$ cat config.mk
export PLATFORM = sky130hd
export DESIGN_NAME = alu_mul_seq_flat
export DESIGN_NICKNAME = d
export VERILOG_FILES = /design/src/rtl/alu_mul_seq_pkg.sv /design/src/rtl/alu_mul_seq_if.sv /design/src/rtl/alu_mul_seq_alu.sv /design/src/rtl/alu_mul_seq.sv /design/src/flat_wrapper.sv
export SDC_FILE = /design/constraint.sdc
export NUM_CORES = 1
export LEC_CHECK = 0
export BUFFER_PORTS_ARGS = -buffer_cell sky130_fd_sc_hd__buf_2
export CORE_ASPECT_RATIO = 2
export CORE_UTILIZATION = 53
export CTS_CLUSTER_DIAMETER = 40
export CTS_CLUSTER_SIZE = 8
export DETAILED_ROUTE_END_ITERATION = 8
export PLACE_DENSITY = 0.8
export SLEW_MARGIN = 20
export SYNTH_ARGS = -nofsm -noshare
export SYNTH_HDL_FRONTEND = slang
export SYNTH_HIERARCHICAL = 1
export SYNTH_SLANG_ARGS = --single-unit
$ cat constraint.sdc
create_clock -name i_clk -period 3.3 [get_ports i_clk]
set_clock_uncertainty 0.15 [all_clocks]
set_input_delay 0.33 -clock i_clk [delete_from_list [all_inputs] [get_ports i_clk]]
set_output_delay 0.33 -clock i_clk [all_outputs]
set_load 0.1 [all_outputs]
$ cat src/rtl/alu_mul_seq_pkg.sv
// Shared types and constants for the sequential shift-and-add multiplier.
package alu_mul_seq_pkg;

  localparam int unsigned Width = 16;

  // ALU control bits in order {zx, nx, zy, ny, f, no}; this value selects x + y.
  localparam logic [5:0] AluAddCtrl = 6'b000010;

  typedef enum logic [1:0] {
    StIdle,
    StAdd,
    StDbl,
    StDone
  } state_e;

endpackage

$ cat src/rtl/alu_mul_seq_if.sv
// Operand/product handshake bundle between a producer/consumer and the multiplier.
interface alu_mul_seq_if;
  import alu_mul_seq_pkg::*;

  logic             in_valid;
  logic             in_ready;
  logic [Width-1:0] a;
  logic [Width-1:0] b;
  logic             out_valid;
  logic             out_ready;
  logic [Width-1:0] product;
  logic             zr;
  logic             ng;

  modport master (
    output in_valid, a, b, out_ready,
    input  in_ready, out_valid, product, zr, ng
  );

  modport slave (
    input  in_valid, a, b, out_ready,
    output in_ready, out_valid, product, zr, ng
  );

endinterface

$ cat src/rtl/alu_mul_seq_alu.sv
// Combinational ALU with zero/negate controls on each operand, add/and select and
// output negate.
module alu_mul_seq_alu
  import alu_mul_seq_pkg::*;
(
  input  logic [Width-1:0] i_x,
  input  logic [Width-1:0] i_y,
  input  logic [5:0]       i_ctrl,
  output logic [Width-1:0] o_out
);

  logic [Width-1:0] w_x_z, w_x_n, w_y_z, w_y_n, w_f;

  assign w_x_z = i_ctrl[5] ? '0 : i_x;
  assign w_x_n = i_ctrl[4] ? ~w_x_z : w_x_z;
  assign w_y_z = i_ctrl[3] ? '0 : i_y;
  assign w_y_n = i_ctrl[2] ? ~w_y_z : w_y_z;
  assign w_f   = i_ctrl[1] ? (w_x_n + w_y_n) : (w_x_n & w_y_n);
  assign o_out = i_ctrl[0] ? ~w_f : w_f;

endmodule

$ cat src/rtl/alu_mul_seq.sv
// Sequential 16x16 multiplier (low 16 bits) built on a single shared ALU used as an
// adder: ADD conditionally accumulates the multiplicand, DBL doubles it and shifts
// the multiplier right; stops once no multiplier bits remain.
module alu_mul_seq
  import alu_mul_seq_pkg::*;
(
  input  logic         i_clk,
  input  logic         i_rst_n,
  alu_mul_seq_if.slave io_bus
);

  state_e           r_state, w_state_d;
  logic [Width-1:0] r_acc, w_acc_d;
  logic [Width-1:0] r_mcand, w_mcand_d;
  logic [Width-1:0] r_mplier, w_mplier_d;
  logic [Width-1:0] w_alu_x, w_alu_y, w_alu_out;
  logic [Width-1:0] w_mplier_shr;

  assign w_mplier_shr = r_mplier >> 1;

  // ALU operand select: DBL adds mcand to itself, otherwise acc + mcand.
  always_comb begin
    w_alu_x = r_acc;
    w_alu_y = r_mcand;
    if (r_state == StDbl) begin
      w_alu_x = r_mcand;
    end
  end

  alu_mul_seq_alu u_alu (
    .i_x    (w_alu_x),
    .i_y    (w_alu_y),
    .i_ctrl (AluAddCtrl),
    .o_out  (w_alu_out)
  );

  // Next-state and datapath updates for the handshake/shift-add sequence.
  always_comb begin
    w_state_d  = r_state;
    w_acc_d    = r_acc;
    w_mcand_d  = r_mcand;
    w_mplier_d = r_mplier;
    unique case (r_state)
      StIdle: begin
        if (io_bus.in_valid) begin
          w_acc_d    = '0;
          w_mcand_d  = io_bus.a;
          w_mplier_d = io_bus.b;
          w_state_d  = (io_bus.b == '0) ? StDone : StAdd;
        end
      end
      StAdd: begin
        if (r_mplier[0]) begin
          w_acc_d = w_alu_out;
        end
        w_state_d = StDbl;
      end
      StDbl: begin
        w_mcand_d  = w_alu_out;
        w_mplier_d = w_mplier_shr;
        w_state_d  = (w_mplier_shr == '0) ? StDone : StAdd;
      end
      StDone: begin
        if (io_bus.out_ready) begin
          w_state_d = StIdle;
        end
      end
      default: w_state_d = StIdle;
    endcase
  end

  // State and datapath registers; reset wins over accept and handoff.
  always_ff @(posedge i_clk) begin
    if (!i_rst_n) begin
      r_state  <= StIdle;
      r_acc    <= '0;
      r_mcand  <= '0;
      r_mplier <= '0;
    end else begin
      r_state  <= w_state_d;
      r_acc    <= w_acc_d;
      r_mcand  <= w_mcand_d;
      r_mplier <= w_mplier_d;
    end
  end

  assign io_bus.in_ready  = (r_state == StIdle);
  assign io_bus.out_valid = (r_state == StDone);
  assign io_bus.product   = r_acc;
  assign io_bus.zr        = (r_acc == '0);
  assign io_bus.ng        = r_acc[Width-1];

endmodule

$ cat src/flat_wrapper.sv
// flat-port wrapper written by rule: the top's interface ports become plain ports
module alu_mul_seq_flat import alu_mul_seq_pkg::*;
  (i_clk, i_rst_n, io_bus_in_valid, io_bus_a, io_bus_b, io_bus_out_ready, io_bus_in_ready, io_bus_out_valid, io_bus_product, io_bus_zr, io_bus_ng);
  alu_mul_seq_if io_bus_i ();
  input  logic i_clk;
  input  logic i_rst_n;
  input wire logic [$bits(io_bus_i.in_valid)-1:0] io_bus_in_valid;
  input wire logic [$bits(io_bus_i.a)-1:0] io_bus_a;
  input wire logic [$bits(io_bus_i.b)-1:0] io_bus_b;
  input wire logic [$bits(io_bus_i.out_ready)-1:0] io_bus_out_ready;
  output wire logic [$bits(io_bus_i.in_ready)-1:0] io_bus_in_ready;
  output wire logic [$bits(io_bus_i.out_valid)-1:0] io_bus_out_valid;
  output wire logic [$bits(io_bus_i.product)-1:0] io_bus_product;
  output wire logic [$bits(io_bus_i.zr)-1:0] io_bus_zr;
  output wire logic [$bits(io_bus_i.ng)-1:0] io_bus_ng;
  assign io_bus_i.in_valid = io_bus_in_valid;
  assign io_bus_i.a = io_bus_a;
  assign io_bus_i.b = io_bus_b;
  assign io_bus_i.out_ready = io_bus_out_ready;
  assign io_bus_in_ready = io_bus_i.in_ready;
  assign io_bus_out_valid = io_bus_i.out_valid;
  assign io_bus_product = io_bus_i.product;
  assign io_bus_zr = io_bus_i.zr;
  assign io_bus_ng = io_bus_i.ng;
  alu_mul_seq u_core (.i_clk(i_clk), .i_rst_n(i_rst_n), .io_bus(io_bus_i));
endmodule
==> flow_summary.ini <==
[die]
num_io_pins = 56
die-height_um = 129
floorplan.initialDensity = 0.545
core_outline_area_um2 = 7890
overall_die_area_um2 = 8500
rows = 46
chipWidth_um = 65.7

[final_layout]
post_route_cells_drive_above_1_share = 0.320
n_fill_cell = 601
flow.area_growth_from_synthesis_pct = 25.5
post-route-util = 0.684
antenna_cells_inserted = 0
nets = 630

[critical_path]
critical_path.max_fanout = 6
worst_r2r_endpoint = u_core/io_bus.product[12]
worstReg2RegStart = u_core/r_state[0]
number_of_buffers_and_inverters_on_the_critical_path = 1
crit_cells = 16
cp.required_ns = 3.37
worst_setup_ep_type = flop
worstPathArrival_ns = 3.62
cp_cell_sequence = nand2b_4 -> buf_6 -> mux2_4 -> nand2b_4 -> xnor2_2 -> ha_2 -> fa_2 -> a21o_1 -> a41oi_4 -> a2111oi_4 -> nor3_2 -> xnor2_1 -> mux2i_1 -> xnor2_1 -> nand4b_1 -> a21boi_1
setup.worst_path.class = flop to flop
crit_family = compound AO/OA/AOI/OAI gates
reg2reg_slack_ns = -0.25
slowest_delay_ns = 0.37
critical-path-slowest-cell = fa_2
worst_r2r_path_depth = 16
timing.critical_path.from_type = flop

[timing]
period_share = 1.08
max_slew.worst_pin.slew_ns = 0.861
finalWorstPathRequiredPeriod_ns = 3.55
hold_viol = 0
report.final.slew_viol_count = 0
setup_repair_after_global_routing_missed_its_margin = true
timing.slew.headroom = 0.426
fmax_mhz = 282
timing.final.ws_setup_ns = -0.248
report.final.setup_viol = 17

[place]
place.port_buffers = 55
detail_placement_hpwl_um = 8420
finalWeightedCongestion = 0.942
dp_worst_setup_slack_ns = -0.187

[synth]
leading_cell_types_by_count_after_synthesis = nand2_1, xnor2_1, dfxtp_1, mux2i_1, nand2b_1
async_s_r_ff_share_synth = 0
synth_most_common_cell = nand2_1
post-synth-top-area-fraction = 0.233
ys.flop_type = dfxtp_1
synth_top_cells_by_area = dfxtp_1, xnor2_1, mux2i_1
yosys.cell_types.count = 61
count_of_mapped_cells_out_of_synthesis = 480
post_synthesis_average_cell_area_um2 = 8.96
synth_area_leader_cell = dfxtp_1
synth_enable_flop_cells = 0
ys_ff_latch = 50
synth_warnings = 6
netlist_area_before_placement_um2 = 4300
synth_sequential_area_ratio = 0.233

[clocking]
cts_tree = done
cts-htree-levels = 2
clock-root-buffer = clkbuf_16
cts_buffer_depth = 2
cts_sinks = 50
clk_transition_reported_paths_ns = 0.07
cts_hold_buffers = 0
cts_made_buffers = 5
worstSkewPairLatency_ns = 0.30

[route]
drt-met1-wl_um = 4640
top_layer = met4
postRouteWirelength_um = 13400
drtIter0Drc = 218
routed_via_density = 6.17
met3_length_um = 612
pre_antenna_drt_iters = 5
antenna_left = 0
route.met2.wl_um = 7210
routed_length_per_placed_instance_um = 19.8
route.vias.total = 4159
drt_drc_violations_left = 0

[global_routing]
grt_pass1_wl_um = 19000
globalRouteTotalUtil = 0.295
via_count_of_the_first_global_routing_pass = 4017
antenna_found_initial = 0
maximum_number_of_pins_on_one_net_before_global_route_repair = 51
grt_overflow_total = 0

[power]
internal_power_uw = 1490
leakage_uw = 0.00267
cellPowerDensity_nw_per_um2 = 459
netSwitchingFraction = 0.398
proportion_of_power_drawn_by_flip_flops_and_latches = 0.285
power.switching_uw = 985
power_frac_clock = 0.225
irDropWorstVdd_uv = 400
power_frac_comb = 0.490

[run]
cap_viol_max_count = 0

[outcome]
failing_checks = setup timing
outcome = finished with violations

[min_path]
worstHoldEndpoint = u_core/r_state[0]
holdCritStartpoint = io_bus_out_ready
min_path_cells = 3
holdCritPathClass = input port to flop
through the flow:
step	total power, uW	cell area (um^2)	setup TNS [ns]	std cells	hold slack [ns]
3_3_place_gp	1690	4860	-0.233	649	0.315
5_1_grt	2580	5400	-4.49	674	0.194
4_1_cts	2330	5180	-0.387	668	0.192
2_1_floorplan	1490	4410	-0.720	500	0.340
6_report	2480	5400	-1.96	674	0.192
3_5_place_dp	1730	4860	-1.05	649	0.321
how the worst max path moves through the flow:
stage | startpoint | to | slack, ns
final | u_core/r_state[0] | u_core/io_bus.product[12] | -0.25
after global routing | u_core/r_state[0] | u_core/r_mcand[6] | -0.35
after CTS | u_core/r_state[0] | u_core/r_mcand[12] | -0.08
after detailed placement | u_core/r_state[0] | u_core/r_mcand[12] | -0.19
after global placement | u_core/r_state[0] | u_core/r_mcand[12] | -0.08
after floorplan | u_core/r_state[0] | u_core/r_mcand[12] | -0.17
placed cells by master (no fill, tap or decap), types with 6 or more instances in the layout:
master,instances
nor4_1,10
nand2_1,57
mux2i_1,44
xnor2_2,6
buf_6,8
dfxtp_2,9
nor2_1,10
nand2b_1,31
ha_1,13
a21oi_2,6
xnor2_1,49
a21boi_0,7
a21boi_1,9
dfxtp_1,41
conb_1,22
o211a_1,31
mux2_2,11
a21oi_1,7
buf_4,42
buf_2,55
mux2_4,6
a21o_1,7
nand4b_1,16
logic make-up after synthesis:
| logic type | Yosys count | share of synthesized area |
|---|---|---|
| other | 2 | 0.00175 |
| muxes | 61 | 0.147 |
| DFF | 50 | 0.233 |
| and+or+nand+nor | 156 | 0.203 |
| adders and majority gates | 17 | 0.0512 |
| xor gates and xnor gates | 58 | 0.118 |
| buffers and inverters | 40 | 0.0573 |
| AOI/OAI and AO/OA | 96 | 0.189 |
power groups by stage:
stage / Sequential (uW) / Combinational (uW) / Clock (uW)
2_1_floorplan: 744 / 742 / 0
3_3_place_gp: 716 / 976 / 0
3_5_place_dp: 718 / 1010 / 0
4_1_cts: 704 / 1060 / 561
5_1_grt: 711 / 1280 / 587
6_report: 706 / 1210 / 558
state kept, by name, indices dropped and copies added (netlist names):
| signal | flops |
|---|---|
| u_core/r_mcand | 16 |
| u_core/r_mplier | 16 |
| u_core/r_state | 2 |
| u_core/io_bus.product | 16 |
worst min-delay path, stage by stage:
cell     delay [ns]
buf_2          0.09
nor2b_1        0.04
o21a_1         0.15
layout make-up:
class,count,area (um^2),share of cell area
Clock buffer,6,139,0.0257
Clock inverter,2,16.3,0.00301
Inverter,3,11.3,0.00209
Sequential cell,50,1010,0.188
Tap cell,96,120,0.0223
Timing Repair Buffer,107,721,0.134
Multi-Input combinational cell,410,3380,0.626
routing by layer:
layer	vias to the layer above	global-route usage
met5	-	0
met4	0	0.219
met3	70	0.0379
met2	178	0.538
met1	2031	0.293
li1	1880	-
repair_timing:
item                                    4_1_cts  5_1_grt
pin swaps                                    18       38
gates resized for setup                      19       38
endpoints found under the setup margin       11       22
buffers inserted                             11        6
gates cloned                                  0        0
(Power assumes the default switching activity.)
